==> config.mk <==
export PLATFORM = sky130hd
export DESIGN_NAME = counter_min
export DESIGN_NICKNAME = d
export VERILOG_FILES = /design/src/rtl/clock_pkg.sv /design/src/rtl/min_bcd_conv.sv /design/src/rtl/counter_min.sv
export SDC_FILE = /design/constraint.sdc
export NUM_CORES = 1
export LEC_CHECK = 0
export ABC_AREA = 0
export ABC_CLOCK_PERIOD_IN_PS = 1900
export CAP_MARGIN = 20
export CORE_AREA = 2 2 39 41
export CTS_CLUSTER_SIZE = 40
export DETAILED_ROUTE_END_ITERATION = 8
export DIE_AREA = 0 0 41 43
export GPL_TIMING_DRIVEN = 0
export SYNTH_ARGS = -nofsm -noshare
export SYNTH_HDL_FRONTEND = slang
export SYNTH_SLANG_ARGS = --single-unit
==> constraint.sdc <==
create_clock -name cin_sec -period 1.9 [get_ports cin_sec]
set_clock_uncertainty 0.15 [all_clocks]
set_input_delay 0.38 -clock cin_sec [delete_from_list [all_inputs] [get_ports cin_sec]]
set_output_delay 0.38 -clock cin_sec [all_outputs]
set_load 0.1 [all_outputs]
==> src/rtl/clock_pkg.sv <==
// clock_pkg: shared limits, bus width and display type for the digital-clock counter chain.
package clock_pkg;
  localparam int SEC_MAX = 59;
  localparam int MIN_MAX = 59;
  localparam int HOUR_MAX = 23;
  localparam int TIME_W = 8;
  typedef logic [TIME_W-1:0] time_t;
endpackage

==> src/rtl/min_bcd_conv.sv <==
// min_bcd_conv: binary->packed-BCD display path and BCD preset decode/validity (used under COUNTER_MIN_BCD_EN).
module min_bcd_conv #(
  parameter int MIN_MAX = 59,
  parameter int W = 8
) (
  input  logic [5:0]   cnt_i,
  input  logic [W-1:0] pre_i,
  output logic [W-1:0] show_o,
  output logic [5:0]   pre_bin_o,
  output logic         pre_ok_o
);
  logic [6:0] val;
  assign show_o = W'({4'(cnt_i / 6'd10), 4'(cnt_i % 6'd10)});
  assign val = 7'(pre_i[7:4]) * 7'd10 + 7'(pre_i[3:0]);
  assign pre_bin_o = val[5:0];
  // Bits above the two BCD digits must be clear for the preset to be a valid minute.
  assign pre_ok_o = pre_i[7:4] <= 4'd9 && pre_i[3:0] <= 4'd9 && val <= 7'(MIN_MAX) && (pre_i >> 8) == '0;
endmodule

==> src/rtl/counter_min.sv <==
// counter_min: minutes stage 0..MIN_MAX clocked by the seconds carry, with preset and wrap carry.
// Define COUNTER_MIN_BCD_EN for packed-BCD pre_min/show_min; plain binary otherwise.
module counter_min #(
  parameter int MIN_MAX = clock_pkg::MIN_MAX,
  parameter int W = clock_pkg::TIME_W
) (
  input  logic         cin_sec,
  input  logic         CR,
  input  logic         PE,
  input  logic [W-1:0] pre_min,
  output logic [W-1:0] show_min,
  output logic         cin_min
);
  import clock_pkg::*;
  logic [5:0] cnt_q, cnt_d, pre_bin;
  logic cin_q, cin_d, pre_ok;
`ifdef COUNTER_MIN_BCD_EN
  min_bcd_conv #(.MIN_MAX(MIN_MAX), .W(W)) u_conv (
    .cnt_i(cnt_q),
    .pre_i(pre_min),
    .show_o(show_min),
    .pre_bin_o(pre_bin),
    .pre_ok_o(pre_ok)
  );
`else
  assign show_min = W'(cnt_q);
  assign pre_bin = pre_min[5:0];
  assign pre_ok = pre_min <= W'(MIN_MAX);
`endif
  // A preset on the wrap edge wins and swallows the carry.
  always_comb begin
    cnt_d = PE ? (pre_ok ? pre_bin : '0) : (cnt_q == 6'(MIN_MAX) ? '0 : cnt_q + 6'd1);
    cin_d = !PE && cnt_q == 6'(MIN_MAX);
  end
  always_ff @(posedge cin_sec or posedge CR)
    if (CR) begin
      cnt_q <= '0;
      cin_q <= 1'b0;
    end else begin
      cnt_q <= cnt_d;
      cin_q <= cin_d;
    end
  assign cin_min = cin_q;
endmodule

==> flow_metrics.py, run 1 <==
metrics = {
    "timing": {
        "worst_slew_pin_slew_ns": 0.5492,
        "period_share": 0.9536,
        "setup_viol": 0,
        "setup_slack_ns": 0.08820,
        "slew_violations": 0,
        "finalHoldViolations": 0,
        "min_period_ns": 1.812,
        "fmaxAchievable_mhz": 551.9,
        "slew_headroom": 0.6355,
        "rsz0062_at_grt": "no",
    },
    "synthesis": {
        "yosysTopAreaCell": "dfrtp_1",
        "synth_async_sr_flop_share": 1.000,
        "synthCells": 34,
        "ys_ff_latch": 7,
        "synth.avg_cell_area_sq_um": 11.52,
        "synth.yosys.seq_area_share": 0.4473,
        "yosys-top-cells-area": "dfrtp_1, a22o_1, nor4_4, xnor2_1, buf_4",
        "yosysMostFrequentCell": "dfrtp_1",
        "synth_commonest_cells": "dfrtp_1, a22o_1, inv_1",
        "synth-edff-count": 0,
        "synth_cell_types": 19,
        "ys_warn_count": 0,
        "mappedNetlistArea_sq_um": 391.6,
        "synth_flop_cell": "dfrtp_1",
        "synth_top_area_frac": 0.4473,
    },
    "route": {
        "drc": 0,
        "vias": 340,
        "vias_per_cell": 4.722,
        "antenna_left": 0,
        "drt_first_pass_iters": 4,
        "drt_iter0_drc": 7,
        "wl_per_cell_um": 11.78,
        "wl_um": 848,
    },
    "floorplanning": {
        "start_util": 0.2830,
        "num_rows": 14,
        "die_h_um": 43,
        "coreArea_sq_mm": 0.001384,
        "pin_count": 20,
        "die_w_um": 41,
        "die_area_sq_mm": 0.001763,
    },
    "critical_path": {
        "cpPeakStageDelay_ns": 0.59,
        "worst-path-buf-inv": 1,
        "worstPathArrival_ns": 1.28,
        "cp_cell_sequence": "clkdlybuf4s15_2",
        "worst-setup-path-type": "reg2out",
        "cp_max_fo": 6,
        "end_kind": "output pin",
        "rrSetupSlack_ns": 0.36,
        "start_kind": "register",
        "crit_family": "buffers and inverters",
        "required_ns": 1.37,
        "worst_path_max_delay_cell": "clkdlybuf4s15_2",
    },
    "global_routing": {
        "grt_antenna_before_repair": 0,
        "track_usage": 0.1183,
        "grt_pass1_vias": 290,
        "overflow": 0,
        "grt_pass1_wl_um": 1283,
        "grt_max_degree": 8,
    },
    "power": {
        "p_per_area_mw_per_mm2": 800.7,
        "power.leakage_nw": 0.2708,
        "ir_drop_mv": 0.2932,
    },
    "worst_hold_path": {
        "holdCritPathClass": "in2async",
    },
    "finish": {
        "seqCellArea_sq_um": 181.4,
        "layout-drive-gt1-share": 0.3750,
        "n_antenna_cell": 0,
        "fin_cells": 72,
        "syn2layout_area_growth_pct": 60.06,
        "final_util": 0.4530,
        "layout.nets": 69,
        "fillers": 129,
        "multi_input_area_sq_um": 193.9,
    },
    "job": {
        "maxCapViolations": 0,
    },
    "cts": {
        "post-cts-setup-buffers": 0,
        "cts-buffers-inserted": 3,
        "insertion_delay_ns": 0.25,
        "htree_levels": 1,
        "cts_tree": "built",
        "cts.reportedPaths.clkPinSlew_ns": 0.05,
        "clockBufferDepth": 2,
        "hold_buffers": 0,
        "cts.sinks": 7,
        "root_buffer": "clkbuf_4",
    },
    "placed_design": {
        "placed_cells": 68,
        "portBuffers": 17,
        "gp_congestion": 0.7982,
        "pre_cts_ws_ns": -0.2277,
    },
    "status": {
        "outcome": "completed",
    },
}
[flip-flops by register name, indices dropped and copies added (netlist names)]
register	flops
cin_min	1
cnt_q	6
[kinds of logic after synthesis]
kind of cell | count (synthesis) | synth area share
buf+inv | 5 | 0.06708
other cells | 1 | 0.009575
compound gates | 9 | 0.1949
flops | 7 | 0.4473
simple gates | 8 | 0.1821
xor+xnor | 3 | 0.06710
fa+ha+maj | 1 | 0.03194
[area by class of cell]
cell class | instances | share of cell area
Buffer | 2 | 0.02395
Timing Repair Buffer | 17 | 0.2854
Inverter | 3 | 0.01796
Tap cell | 16 | 0.03194
Multi-Input combinational cell | 23 | 0.3094
Sequential cell | 7 | 0.2894
Clock buffer | 4 | 0.04192
[layout by cell type (no fill, tap or decap)]
master,count
ha_1,1
buf_4,2
a22o_1,5
conb_1,2
clkbuf_4,3
and3_2,1
nand3_1,2
and4_1,1
dfrtp_1,2
a41oi_1,1
nor4_4,1
nand2b_1,1
xnor2_1,2
clkdlybuf4s50_1,10
nor2b_1,1
a21oi_1,1
inv_1,3
xor2_1,1
dfrtp_2,5
a21oi_2,1
and3_4,1
a32o_1,1
clkbuf_1,1
clkdlybuf4s15_2,7
[metrics by stage]
stage                     setup TNS (ns)  instance area [sq um]  hold WS [ns]  power (mW)
final                                  0                  626.9        0.2112      0.5019
after global routing                   0                  626.9        0.2373      0.5350
after CTS                              0                  626.9        0.2181      0.5124
after detailed placement         -0.9862                  591.8        0.4769      0.3749
after global placement           -0.9701                  591.8        0.4735      0.3734
after floorplan                        0                  401.6       0.03306      0.3175
[final timing paths]
check                      startpoint           to  cells past startpoint
hold reg to reg              cnt_q[0]     cnt_q[0]                      2
setup reg to reg             cnt_q[0]     cnt_q[5]                      4
hold / removal                     CR     cnt_q[2]                      2
setup / recovery             cnt_q[2]  show_min[2]                      1
min in group cin_sec         cnt_q[0]     cnt_q[0]                      2
max in group asynchronous          CR     cnt_q[3]                      2
[layer usage]
metal | routed length, um | vias to the layer above | global-route usage
li1 | - | 165 | -
met1 | 378 | 157 | 0.1447
met2 | 375 | 16 | 0.1438
met3 | 79 | 2 | 0.09424
met4 | 16 | 0 | 0.06000
met5 | 0 | - | 0
[timing repair]
action / 4_1_cts / 5_1_grt
gates resized for setup: 21 / 0
endpoints found under the setup margin: 7 / 0
hold endpoints to repair: 0 / 0
[report_power, final]
part / internal [mW] / switching (mW)
combinational: 0.0563 / 0.133
clock: 0.0800 / 0.0535
sequential: 0.163 / 0.0162
Power figures use the tool's default switching activity.
==> run 2: changes to the inputs <==
--- a/config.mk
+++ b/config.mk
@@ -7,12 +7,12 @@
 export LEC_CHECK = 0
 export ABC_AREA = 0
 export ABC_CLOCK_PERIOD_IN_PS = 1900
-export CAP_MARGIN = 20
 export CORE_AREA = 2 2 39 41
 export CTS_CLUSTER_SIZE = 40
 export DETAILED_ROUTE_END_ITERATION = 8
 export DIE_AREA = 0 0 41 43
 export GPL_TIMING_DRIVEN = 0
+export PLACE_DENSITY = 0.68
 export SYNTH_ARGS = -nofsm -noshare
 export SYNTH_HDL_FRONTEND = slang
 export SYNTH_SLANG_ARGS = --single-unit
==> flow_metrics.py, run 2 (synthesis gave the netlist of run 1 again) <==
metrics = {
    "route": {
        "antenna_left": 0,
        "drc": 0,
        "vias_per_cell": 4.694,
        "vias": 338,
        "drt_first_pass_iters": 4,
        "drt_iter0_drc": 5,
        "wl_um": 852,
        "wl_per_cell_um": 11.83,
    },
    "finish": {
        "final_cell_mix": "clkdlybuf4s50_1, clkdlybuf4s15_2, a22o_1, dfrtp_2",
        "final_area_sq_um": 626.9,
        "fillers": 140,
        "n_antenna_cell": 0,
        "fin_cells": 72,
        "top_register": "cnt_q",
        "largest_register_ffs": 6,
        "layout_commonest_cell": "clkdlybuf4s50_1",
        "seqCellArea_sq_um": 181.4,
        "layout-drive-gt1-share": 0.3750,
        "syn2layout_area_growth_pct": 60.06,
        "multi_input_area_sq_um": 193.9,
        "layout.nets": 69,
    },
    "critical_path": {
        "cp_max_fo": 6,
        "worst_path_max_delay_cell": "clkdlybuf4s15_2",
        "rrSetupSlack_ns": 0.38,
        "end_kind": "output pin",
        "worstPathArrival_ns": 1.28,
        "required_ns": 1.37,
        "start_kind": "register",
        "crit_family": "buffers and inverters",
        "cp_cell_sequence": "clkdlybuf4s15_2",
        "cpPeakStageDelay_ns": 0.59,
        "worst-path-buf-inv": 1,
        "worst-setup-path-type": "reg2out",
    },
    "global_routing": {
        "track_usage": 0.1312,
        "overflow": 0,
        "grt_antenna_before_repair": 0,
        "grt_pass1_vias": 347,
        "grt_pass1_wl_um": 1442,
        "grt_max_degree": 8,
    },
    "placed_design": {
        "dpl.hpwl_um": 640,
        "gp_congestion": 0.7616,
        "placed_cells": 68,
        "pre_cts_ws_ns": -0.2223,
        "dpl-instance-area_sq_um": 591.8,
        "portBuffers": 17,
    },
    "floorplanning": {
        "coreArea_sq_mm": 0.001384,
        "start_util": 0.2830,
        "die_area_sq_mm": 0.001763,
        "num_rows": 14,
        "die_w_um": 41,
        "pin_count": 20,
        "die_h_um": 43,
    },
    "timing": {
        "finalHoldViolations": 0,
        "setup_viol": 0,
        "slew_headroom": 0.6374,
        "fmaxAchievable_mhz": 554.0,
        "slew_violations": 0,
        "rsz0062_at_grt": "no",
        "whs_ns": 0.2004,
        "period_share": 0.9501,
        "worst_slew_pin_slew_ns": 0.5464,
        "min_period_ns": 1.805,
        "setup_slack_ns": 0.09480,
    },
    "power": {
        "swShare": 0.4126,
        "power.share.clock": 0.278,
        "ir_drop_mv": 0.3514,
        "p_per_area_mw_per_mm2": 813.1,
        "share_comb_of_total_power": 0.371,
        "p_total_mw": 0.5097,
        "intPower_mw": 0.2994,
        "p_sw_mw": 0.2103,
        "power.leakage_nw": 0.2708,
        "p_seq_frac": 0.351,
    },
    "cts": {
        "cts.sinks": 7,
        "cts-buffers-inserted": 3,
        "insertion_delay_ns": 0.25,
        "cts.reportedPaths.clkPinSlew_ns": 0.06,
        "cts_tree": "built",
        "post-cts-setup-buffers": 0,
        "root_buffer": "clkbuf_4",
        "htree_levels": 1,
        "clockBufferDepth": 2,
    },
    "job": {
        "maxCapViolations": 0,
    },
    "status": {
        "outcome": "completed",
    },
    "worst_hold_path": {
        "holdCritPathClass": "in2async",
    },
}
run 2: cell counts in the layout (fill, tap and decap cells not counted):
No cell type changed its count.
run 2: stage by stage:
step,setup TNS [ns],utilization
finish,0,0.4530
global route,0,0.4530
CTS,0,0.4530
detailed placement,-0.9795,0.4277
global placement,-0.9490,0.4277
floorplan,0,-
run 2: repair_timing:
action,in CTS,in global routing
hold buffers,0,0
setup endpoints to repair,7,0
resized for setup,21,0
run 2: area by class of cell:
| type | instances | area share |
|---|---|---|
| Inverter | 3 | 0.01796 |
| Buffer | 2 | 0.02395 |
| Multi-Input combinational cell | 23 | 0.3094 |
| Clock buffer | 4 | 0.04192 |
| Sequential cell | 7 | 0.2894 |
| Timing Repair Buffer | 17 | 0.2854 |
| Tap cell | 16 | 0.03194 |
run 2: final timing paths:
| kind | from | end | cells past startpoint |
|---|---|---|---|
| worst max-delay path | cnt_q[2] | show_min[2] | 1 |
| worst min-delay path | CR | cin_min | 2 |
| worst max register to register | cnt_q[0] | cnt_q[0] | 4 |
| worst min register to register | cnt_q[4] | cnt_q[4] | 2 |
| max in group asynchronous | CR | cnt_q[5] | 2 |
| min in group cin_sec | cnt_q[4] | cnt_q[4] | 2 |
run 2: per-layer routing:
layer	vias up	global-route usage	wire length, um
met2	12	0.1781	442
li1	167	-	-
met5	-	0	0
met3	0	0.03141	52
met4	0	0.1400	0
met1	159	0.1503	358
run 2: power groups by stage:
| stage | registers (mW) | clock network (mW) | logic (mW) |
|---|---|---|---|
| floorplan | 0.264 | 0 | 0.0535 |
| global placement | 0.181 | 0 | 0.192 |
| detailed placement | 0.181 | 0 | 0.193 |
| CTS | 0.178 | 0.150 | 0.190 |
| global route | 0.180 | 0.160 | 0.197 |
| finish | 0.179 | 0.142 | 0.189 |
